### src/rtl/mon_capture.sv
// Triggered waveform capture: reduces 2^navr-sample windows of NCHAN monitor
// streams to one point each (average or sub-sample) and writes them to the dpram.
//
//   state    | meaning
//   ARMED    | idle, waiting for trig; capture settings latched on trig
//   HOLD     | holdoff down-counter running (dt cycles)
//   CAPT     | windows being accumulated, one point per window
//   DONE     | 2^MEMAW points written, stopped=1 until reset
module mon_capture #(
  parameter int DW      = 16,
  parameter int NCHAN   = 2,
  parameter int MEMAW   = 10,
  parameter int MAXDAVR = 20
) (
  input  logic                  clk,
  input  logic                  reset,
  input  logic                  trig,
  input  logic [DW*NCHAN-1:0]   din,
  input  logic [1:0]            opsel,
  input  logic [4:0]            navr,
  input  logic [15:0]           dt,
  output logic [DW*NCHAN-1:0]   dout,
  output logic                  gout,
  output logic [MEMAW-1:0]      addrcnt,
  output logic                  stopped
);

  localparam int AW = DW + MAXDAVR;

  localparam logic [1:0] ST_ARMED = 2'd0;
  localparam logic [1:0] ST_HOLD  = 2'd1;
  localparam logic [1:0] ST_CAPT  = 2'd2;
  localparam logic [1:0] ST_DONE  = 2'd3;

  localparam logic [4:0]         NAVR_MAX = 5'(MAXDAVR);
  localparam logic [MAXDAVR-1:0] ONES     = '1;

  logic [1:0]                  state_q, state_d;
  logic                        sub_mode_q, sub_mode_d;
  logic [4:0]                  navr_q, navr_d;
  logic [15:0]                 hold_q, hold_d;
  logic [MAXDAVR-1:0]          win_q, win_d;
  logic                        first_q, first_d;
  logic [NCHAN-1:0][AW-1:0]    acc_q, acc_d;
  logic [NCHAN-1:0][DW-1:0]    sub_q, sub_d;
  logic [DW*NCHAN-1:0]         dout_q, dout_d;
  logic                        gout_q, gout_d;
  logic [MEMAW-1:0]            addr_q, addr_d;

  logic [4:0]                  navr_clamp;
  logic                        last_pt;
  logic [AW-1:0]               ext_w [NCHAN];
  logic signed [AW-1:0]        sum_w [NCHAN];
  logic [DW-1:0]               avg_w [NCHAN];
  logic [DW-1:0]               smp_w [NCHAN];

  assign navr_clamp = (navr > NAVR_MAX) ? NAVR_MAX : navr;
  assign last_pt    = gout_q && (addr_q == '1);

  // Running sum includes the current sample so the window-end point needs no extra cycle.
  always_comb begin
    for (int c = 0; c < NCHAN; c++) begin
      ext_w[c] = {{MAXDAVR{din[c*DW+DW-1]}}, din[c*DW +: DW]};
      sum_w[c] = (first_q ? '0 : acc_q[c]) + ext_w[c];
      avg_w[c] = DW'(sum_w[c] >>> navr_q);
      smp_w[c] = first_q ? din[c*DW +: DW] : sub_q[c];
    end
  end

  always_comb begin
    state_d    = state_q;
    sub_mode_d = sub_mode_q;
    navr_d     = navr_q;
    hold_d     = hold_q;
    win_d      = win_q;
    first_d    = first_q;
    acc_d      = acc_q;
    sub_d      = sub_q;
    dout_d     = dout_q;
    gout_d     = 1'b0;
    addr_d     = gout_q ? addr_q + 1'b1 : addr_q;

    case (state_q)
      ST_ARMED: begin
        if (trig) begin
          sub_mode_d = (opsel == 2'd1);
          navr_d     = navr_clamp;
          hold_d     = dt;
          win_d      = ~(ONES << navr_clamp);
          first_d    = 1'b1;
          state_d    = (dt != 16'd0) ? ST_HOLD : ST_CAPT;
        end
      end
      ST_HOLD: begin
        if (hold_q == 16'd1) begin
          hold_d  = 16'd0;
          state_d = ST_CAPT;
        end else begin
          hold_d = hold_q - 16'd1;
        end
      end
      ST_CAPT: begin
        if (last_pt) begin
          state_d = ST_DONE;
        end else begin
          for (int c = 0; c < NCHAN; c++) begin
            acc_d[c] = sum_w[c];
            if (first_q) sub_d[c] = din[c*DW +: DW];
          end
          if (win_q == '0) begin
            gout_d  = 1'b1;
            for (int c = 0; c < NCHAN; c++)
              dout_d[c*DW +: DW] = sub_mode_q ? smp_w[c] : avg_w[c];
            win_d   = ~(ONES << navr_q);
            first_d = 1'b1;
          end else begin
            win_d   = win_q - 1'b1;
            first_d = 1'b0;
          end
        end
      end
      default: ;
    endcase
  end

  always_ff @(posedge clk) begin
    if (reset) begin
      state_q    <= ST_ARMED;
      sub_mode_q <= 1'b0;
      navr_q     <= 5'd0;
      hold_q     <= 16'd0;
      win_q      <= '0;
      first_q    <= 1'b0;
      acc_q      <= '0;
      sub_q      <= '0;
      dout_q     <= '0;
      gout_q     <= 1'b0;
      addr_q     <= '0;
    end else begin
      state_q    <= state_d;
      sub_mode_q <= sub_mode_d;
      navr_q     <= navr_d;
      hold_q     <= hold_d;
      win_q      <= win_d;
      first_q    <= first_d;
      acc_q      <= acc_d;
      sub_q      <= sub_d;
      dout_q     <= dout_d;
      gout_q     <= gout_d;
      addr_q     <= addr_d;
    end
  end

  // Strobe is masked while reset is held so an aborted capture writes nothing.
  assign gout    = gout_q & ~reset;
  assign dout    = dout_q;
  assign addrcnt = addr_q;
  assign stopped = (state_q == ST_DONE);

endmodule

### config.mk
export PLATFORM = sky130hd
export DESIGN_NAME = mon_capture
export DESIGN_NICKNAME = d
export VERILOG_FILES = /design/src/rtl/mon_capture.sv
export SDC_FILE = /design/constraint.sdc
export NUM_CORES = 1
export LEC_CHECK = 0
export BUFFER_PORTS_ARGS = -buffer_cell sky130_fd_sc_hd__buf_2
export CORE_MARGIN = 5
export CORE_UTILIZATION = 56
export CTS_BUF_LIST = sky130_fd_sc_hd__clkbuf_4 sky130_fd_sc_hd__clkbuf_8
export DETAILED_ROUTE_END_ITERATION = 12
export PLACE_DENSITY_LB_ADDON = 0.05
export SYNTH_ARGS = -nofsm -noshare
export SYNTH_HDL_FRONTEND = slang
export SYNTH_SLANG_ARGS = --single-unit
### constraint.sdc
create_clock -name clk -period 6.4 [get_ports clk]
set_input_delay 0.64 -clock clk [delete_from_list [all_inputs] [get_ports clk]]
set_output_delay 0.64 -clock clk [all_outputs]
set_load 0.01 [all_outputs]
Word level (Yosys, flattened, before mapping)
Index checks and enable logic that the tools add are counted.
Word-level totals
  register bits after elaboration: 192
  logic and storage cells: 76
Cells by class
  eq/ne operators: 10
  shift operators: 4
  muxes and demuxes: 23
  $lt $le $gt $ge: 1
  bitwise gates (word level): 6
  reduce and logical (&&, ||, !) cells: 14
  add/subtract/negate cells: 5
Operators by type and width (number)
  $mux W16: 6
  $add A36 B36 Y36: 2
  $mux W36: 2
  $sshr A36 B5 Y16: 2
  $mux W20: 3
  $not A20 Y20: 2
  $pmux W20 S2: 1
  $shl A20 B5 Y20 const A: 2
  $pmux W16 S2: 1
  $logic_not A20 Y1: 1
  $sub A20 B1 Y20 const B: 1
  $eq A16 B1 Y1 const B: 1
  $reduce_bool A16 Y1: 1
  $sub A16 B1 Y16 const B: 1
  $add A10 B1 Y10 const B: 1
  $eq A10 B10 Y1 const B: 1
  $mux W2: 4
  $ne A2 B2 Y1 const B: 4
  $pmux W2 S3: 1
  $reduce_and A2 Y1: 3
  $reduce_and A3 Y1: 2
  $gt A5 B5 Y1 const B: 1
  $mux W5: 1
  $eq A2 B1 Y1 const B: 2
  11 further kinds: 17

Longest topological paths before layout
Gate-level depths: netlist (run 1).
  depth in word-level cells: 6
  mapped depth: 19
  gate-level depth less buffers: 14

Worst setup path before layout (run 1)
No wires, ideal clock.
  kind: reg2reg
  start point: register first_q
  end point: register dout_q[4] (netlist: dout[4])
  data required time: 6.282 ns
  slack: 1.741 ns
  cell stages (with the launch flop): 19
  path buffers: 4
  period minus slack after synthesis: 4.659 ns
  arrival time: 4.541 ns
  path through: dfxtp_1 clkbuf_1 buf_1 clkbuf_1 clkbuf_1 nor2b_1 ha_1 fa_1 a211o_1 a21o_1 a211o_1 a2111oi_0 a311oi_1 o32ai_1 o21ai_1 a22o_1 or3_1 a21oi_1 o21ai_1
Between the ends
  longest elaborated chain between the ends: 4
  elaborated cells on any way between the ends: 5
  classes of those cells: add/sub: 1; shift: 1; mux: 3
Ends and longest elaborated chain
  start, declared: RTL line 43  | logic first_q, first_d;
  start signal, assigned: RTL line 145  | first_q <= first_d;
  $mux W36: RTL line 64  | sum_w[c] = (first_q ? '0 : acc_q[c]) + ext_w[c];
  $add A36 B36 Y36: RTL line 64
  $sshr A36 B5 Y16: RTL line 65  | avg_w[c] = DW'(sum_w[c] >>> navr_q);
  $mux W16 (*): RTL line 113  | dout_d[c*DW +: DW] = sub_mode_q ? smp_w[c] : avg_w[c];
  end signal, assigned: RTL line 148  | dout_q <= dout_d;
  end, declared: RTL line 46  | logic [DW*NCHAN-1:0] dout_q, dout_d;
Mark *: on every way between the ends. The rest lies on a longest branch, timed or not.
A chain may end at the register's enable or synchronous reset.

Worst setup path in the final report (run 1)
  start point: register first_q
  end point: register dout_q[15] (netlist: dout[15])
Same word-level chain as after synthesis.

==> reports/results.ini, run 1 <==
[run_status]
run_status = complete, no violations

[clock_network]
ctsLongestPathBuffers = 2
cts-hold-fix-buffers = 0
ctsHtreeMaxLevel = 4
cts_resized = 0
tritoncts = built
insertion_delay_ns = 0.54
post_cts_buffers = 0
clock-sinks = 192
cts_made_buffers = 17
clk_pin_slew_ns = 0.11
clock_tree.root_cell = clkbuf_8

[yosys]
synthesis.area_um2 = 18200
ys_warn_count = 0
async_reset_ff_share_pct = 0
ys_ff_latch = 192
syn_nets = 2708
syn_inst = 2569
ys.flop_type = dfxtp_1
synth_top_area_share_pct = 21.1
ys_types = 104
yosys.area.top_type = dfxtp_1
yosysSeqAreaShare_pct = 21.1
synth-edff-count = 0
synth.avg_cell_area_um2 = 7.08
ys_top_cells_by_area = dfxtp_1 21%, a21oi_1 7.9%, nand2_1 7.7%

[critical_path]
required_ns = 6.86
crit_chain = nor2b_1 > ha_1 > nand2_1 > o21a_1 > o31ai_2 > mux2_2 > a311oi_1 > o32ai_1 > mux2i_1 > a311oi_1 > and3_1 > o21ai_1
cp_max_fo = 63
critPathLaunchType = flop
max_stage_delay_ns = 0.96
path_class = reg -> reg
endpoint_kind = flop
path_common_cell = a311oi_1
cp.arrival_ns = 5.72
crit_slowest_cell = dfxtp_4

[detailed_routing]
drt_iter0_drc = 1988
vias = 20300
wire_per_inst_um = 23.1
ant_nets = 0
drc = 0
wirelength_mm = 68.8
vias_per_cell = 6.80
drtPass1Iterations = 5

[finish]
fill_cells = 3158
area_delta_synth_final_pct = 5.20
final_nets = 2668
drive_above_1_share_pct = 10.5
n_antenna_cell = 0

[grt]
grt-ovfl-total = 0
grt_pass1_vias = 18600
grt_usage_pct = 36.4
grt_max_degree = 102
grt_pass1_wl_mm = 105
antenna_found_initial = 1

[placement]
dpl.hpwl_mm = 49.6
portBuffers = 101
place_congestion = 1.02

[sta]
fmaxAchievable_mhz = 190
fin_hold_ws_ns = 0.363
slew_violations = 0
hold_viol_final = 0
max_slew_margin_pct = 17.8
tns_ns = 0
rsz0062_at_grt = false
setup_viol = 0
skew_ns = 0.0250
min_period_ns = 5.26
tightest_slew_ns = 1.23
fin_crit_sh_pct = 82.1

[power]
ir_drop_v = 0.000386
powerDensity_nw_per_um2 = 363
cellLeakagePower_nw = 7.46

[die]
coreArea_um2 = 32300
die-area_um2 = 36200
initial_utilization_pct = 56.4
die_x_um = 190
die_h_um = 190
io_pins = 102
rows = 66

[run]
max-cap-violations = 0

[hold_path]
hold_class = in -> reg

-- metal layers --
metal	track usage (%)	up-vias	routed length, um
li1	-	9392	-
met1	47.5	9568	28300
met2	59.4	1103	31200
met3	5.80	223	6000
met4	16.5	0	3340
met5	0	-	0
-- power breakdown --
group	total, mW	switching [mW]	leakage, nW	internal (mW)
combinational	4.45	2.92	5.69	1.54
clock	0.864	0.545	0.200	0.318
sequential	1.63	0.219	1.56	1.41
total	6.95	3.68	7.46	3.27
-- worst max-delay path: cells and delay by family, from the launching register on --
kind / cells / cell delay (ns)
AOI/OAI and AO/OA: 6 / 2.13
adders and majority gates: 1 / 0.54
DFF: 1 / 0.96
muxes: 2 / 0.99
and+or+nand+nor: 3 / 0.53
-- cells by family after synthesis --
family	count (synthesis)	share of synthesized area (%)
simple gates	1031	26.3
xor+xnor	69	3.49
compound gates	851	30.8
mux	124	7.77
flops	192	21.1
fa+ha+maj	81	5.65
buf+inv	221	4.80
-- cells in the mapped netlist (12+ instances only) --
library cell    n
nand2_1       375
a21oi_1       287
nor2_1        256
dfxtp_1       192
clkbuf_1      144
o21ai_0       133
nor2b_1        86
mux2i_1        82
ha_1           79
nor3_1         71
nand3_1        60
a211oi_1       52
o211ai_1       41
xnor2_1        37
inv_1          31
nor4_1         31
mux2_2         30
a21o_1         29
nand4_1        28
xor2_1         28
o21ai_1        26
a221oi_1       25
and2_1         24
buf_2          23
o21a_1         23
o221ai_1       23
and3_1         20
buf_1          19
o22ai_1        19
nand2b_1       16
a22oi_1        15
o31ai_1        15
or3_1          15
a211o_1        13
a311oi_1       12
-- final timing paths --
| path | to | slack, ns | cells after the start | from |
|---|---|---|---|---|
| min | sub_q[26]$_SDFFE_PP0P_ | 0.36 | 3 | din[26] |
| min reg2reg | acc_q[21]$_SDFFE_PP0P_ | 0.46 | 2 | acc_q[21]$_SDFFE_PP0P_ |
| max reg2reg | dout[15]$_SDFFE_PP0P_ | 1.14 | 12 | first_q$_SDFFE_PP0P_ |
| max | dout[15]$_SDFFE_PP0P_ | 1.14 | 12 | first_q$_SDFFE_PP0P_ |
-- registers in the layout, summed over array words and instances, names as in the netlist --
name and flops:
sub_q 32, first_q 1, win_q 20, sub_mode_q 1, navr_q 5, dout 32, state_q 2, addrcnt 10
gout_q 1, hold_q 16, acc_q 72
-- area by class of cell --
| cell class | count | area [um^2] | area share (%) |
|---|---|---|---|
| Sequential cell | 192 | 3850 | 20.1 |
| Inverter | 32 | 120 | 0.627 |
| Clock inverter | 12 | 113 | 0.588 |
| Clock buffer | 20 | 275 | 1.44 |
| Tap cell | 442 | 553 | 2.89 |
| Timing Repair Buffer | 130 | 727 | 3.80 |
| Multi-Input combinational cell | 2156 | 13500 | 70.5 |
-- cells in the final DEF, fill, tap and decap left out, drive strengths merged, types with 29 or more instances in the layout --
cell	count
a21oi	292
ha	79
inv	41
o21ai	160
nand3	60
nand2	375
nor4	32
nor2	257
xor2	29
a211oi	57
a21o	29
buf	130
nor2b	86
mux2i	82
xnor2	40
nor3	72
o211ai	42
dfxtp	192
mux2	32
-- metrics by stage --
| stage | util [%] | power [mW] | instances | cell area [um^2] | setup WS [ns] |
|---|---|---|---|---|---|
| after floorplan | - | 4.78 | 2569 | 18200 | 1.74 |
| after global placement | 58.1 | 5.89 | 2951 | 18800 | 1.30 |
| after detailed placement | 58.1 | 5.96 | 2951 | 18800 | 1.24 |
| after CTS | 59.3 | 6.83 | 2983 | 19100 | 1.29 |
| after global routing | 59.3 | 7.38 | 2984 | 19100 | 0.981 |
| final | 59.3 | 6.95 | 2984 | 19100 | 1.14 |
(Power assumes the default switching activity.)
==> run 2, diff against run 1 <==
- ABC_AREA: default -> 1
- clock period: 6.4 -> 4.22 ns (I/O delays scaled with it)
==> run 2 against run 1 <==
Against the previous run:
- hold slack got worse by 0.17 ns
- sequential share of layout area fell by 0.92 points
- first-iteration DRC count increased by 9.9%
- via count rose by 10%
- maximum frequency is 32% higher
- largest power group unchanged
- sequential power rose by 68%
- routed wire length is 1.6% lower
- highest routed layer unchanged
- largest cell class unchanged
- register-to-register slack got worse by 0.90 ns
- cell count grew 30%
- non-clock buffer count up 2
- clock-buffer cell count decreased by 2
- critical path type unchanged
- critical endpoint is now dout[30]$_SDFFE_PP0P_
==> reports/results.ini, run 2 <==
[run_status]
run_status = complete, no violations

[finish]
mostFrequentLayoutCells = 987 x nand2_1, 492 x inv_1, 477 x nand3_1, 322 x nor2_1, 229 x a21oi_1
fin_util_pct = 60.1
drive_above_1_share_pct = 7.25
fill_cells = 3534
final_nets = 3562
largest_reg_flops = 72
regMostFlops = acc_q
area_delta_synth_final_pct = 6.45
layout_commonest_cell = nand2_1
n_antenna_cell = 0
multi_input_area_um2 = 12500
register_area_um2 = 3850

[critical_path]
r2r_slack_ns = 0.25
cp_num_cells = 21
startpoint = first_q$_SDFFE_PP0P_
critPathLaunchType = flop
crit_buf_inv = 0
cp_max_fo = 39
max_stage_delay_ns = 0.75
path_common_cell = nand2_1
crit_slowest_cell = dfxtp_4
worst_r2r_path_depth = 21
cp-endpoint = dout[30]$_SDFFE_PP0P_
r2r-end = dout[30]$_SDFFE_PP0P_
path_delay_family = simple AND/OR/NAND/NOR gates
cp.arrival_ns = 4.35
crit_chain = nor2_1 > ha_1 > fa_1 > nand3_1 > nand3_1 > nand2_1 > nand2_1 > nand2_1 > nand2_1 > nand2_1 > nand2_1 > nand2_2 > nand3_1 > nand3_1 > nand3_1 > nand3_1 > nand2_1 > nand2_1 > nand2_1 > nand2_1 > a21oi_1
reg2reg_from = first_q$_SDFFE_PP0P_
required_ns = 4.60
endpoint_kind = flop
path_class = reg -> reg

[grt]
grt_pass1_wl_mm = 107
grt_pass1_vias = 20600
grt-ovfl-total = 0
antenna_found_initial = 0
grt_max_degree = 117
grt_usage_pct = 34.8

[detailed_routing]
wire_per_inst_um = 17.4
vias = 22300
wirelength_mm = 67.7
vias_per_cell = 5.74
drc = 0
ant_nets = 0
drtPass1Iterations = 8
drt_iter0_drc = 2184

[yosys]
synth_common_cells = 987 x nand2_1, 497 x inv_1, 477 x nand3_1
syn_inst = 3411
yosys.area_share.simple_pct = 43.2
syn_nets = 3550
ys_warn_count = 0
synth-edff-count = 0
yosys.area.top_type = dfxtp_1
synth_compound_area_share_pct = 15.4
ys.flop_type = dfxtp_1
yosysSeqAreaShare_pct = 20.4
yosysMostFrequentCell = nand2_1
ys_ff_latch = 192
synth.avg_cell_area_um2 = 5.52
ys_top_cells_by_area = dfxtp_1 20%, nand2_1 20%, nand3_1 13%
synth_top_family_by_area = simple AND/OR/NAND/NOR gates
synth.area.mux_share_pct = 0.106
async_reset_ff_share_pct = 0
ys_types = 51
synth_top_area_share_pct = 20.4
yosys.area_share.adder_pct = 5.46
synth_xor_xnor_area_share_pct = 2.23
synthesis.area_um2 = 18800

[clock_network]
cts-hold-fix-buffers = 0
post_cts_buffers = 0
cts_resized = 0
clock-sinks = 192
clock_tree.root_cell = clkbuf_8
insertion_delay_ns = 0.55
ctsLongestPathBuffers = 2
tritoncts = built
cts_made_buffers = 17
ctsHtreeMaxLevel = 4
clk_pin_slew_ns = 0.12

[die]
io_pins = 102
die_h_um = 193
initial_utilization_pct = 56.5
die-area_um2 = 37400
rows = 67
coreArea_um2 = 33400
die_x_um = 193

[run]
max-cap-violations = 0

[power]
ir_drop_v = 0.000340
powerDensity_nw_per_um2 = 606
cellLeakagePower_nw = 10.6

[sta]
rsz0062_at_grt = false
hold_viol_final = 0
fin_crit_sh_pct = 94.1
fmaxAchievable_mhz = 252
fin_hold_ws_ns = 0.192
setup_viol = 0
max_slew_margin_pct = 24.0
slew_violations = 0
skew_ns = 0.0217
min_period_ns = 3.97
tns_ns = 0
tightest_slew_ns = 1.14

[placement]
place_congestion = 1.07
dpl.hpwl_mm = 51.4
portBuffers = 101

[hold_path]
hold_class = in -> reg

run 2: changes by cell type in the layout (fill, tap and decap cells not counted), moves of 22 or more:
cell / delta
a211oi_1: -43
inv_1: +463
a21o_1: -28
mux2i_1: -80
nor2b_1: -86
o21ai_0: +61
o21ai_1: -22
nand3_1: +417
nor2_1: +67
nor3_1: -53
mux2_2: -30
a21oi_1: -58
nand2_1: +612
run 2: routing by layer:
layer / wire length (um) / global-route usage (%) / share of wire, % / vias up
li1: - / - / - / 11000
met1: 27300 / 43.4 / 40 / 10100
met2: 31100 / 58.2 / 46 / 1033
met3: 5330 / 4.85 / 7.9 / 216
met4: 3950 / 18.7 / 5.8 / 0
met5: 0 / 0 / 0 / -
run 2: cell families after synthesis:
group | count (synthesis)
compound gates | 527
xor+xnor | 47
fa+ha+maj | 81
buf+inv | 653
flops | 192
mux | 2
simple gates | 1909
run 2: cell type report:
class	instances	area share, %
Multi-Input combinational cell	2566	62.4
Sequential cell	192	19.2
Inverter	514	9.63
Timing Repair Buffer	132	3.93
Tap cell	448	2.80
Clock buffer	18	1.24
Clock inverter	14	0.774
run 2: tightest hold or removal path, cell delays in order:
cell and delay [ns]:
buf_2 0.09, a21oi_1 0.05, a21oi_1 0.13
run 2: report_power, final:
group | internal [mW] | total [mW] | switching [mW] | leakage [nW]
registers | 2.32 | 2.74 | 0.417 | 1.57
logic | 2.54 | 8.08 | 5.54 | 8.80
clock network | 0.466 | 1.32 | 0.859 | 0.199
total | 5.33 | 12.1 | 6.82 | 10.6
run 2: how the worst min path moves through the flow:
stage	start	end	slack, ns	depth (start not counted)
after floorplan	sub_q[0]$_SDFFE_PP0P_	sub_q[0]$_SDFFE_PP0P_	0.42	2
after global routing	navr[0]	navr_q[0]$_SDFFE_PP0P_	0.21	3
after detailed placement	sub_q[21]$_SDFFE_PP0P_	sub_q[21]$_SDFFE_PP0P_	0.44	2
final	dt[3]	hold_q[3]$_SDFFE_PP0P_	0.19	3
after global placement	sub_q[18]$_SDFFE_PP0P_	sub_q[18]$_SDFFE_PP0P_	0.43	2
after CTS	dt[3]	hold_q[3]$_SDFFE_PP0P_	0.18	3
run 2: metrics by stage:
step | cell area (um^2) | total power [mW] | worst slack, ns | std cells
2_1_floorplan | 18800 | 8.50 | 0.934 | 3411
3_3_place_gp | 19600 | 10.5 | 0.412 | 3852
3_5_place_dp | 19600 | 10.6 | 0.382 | 3852
4_1_cts | 20100 | 12.0 | 0.345 | 3884
5_1_grt | 20100 | 13.2 | 0.0798 | 3884
6_report | 20100 | 12.1 | 0.247 | 3884
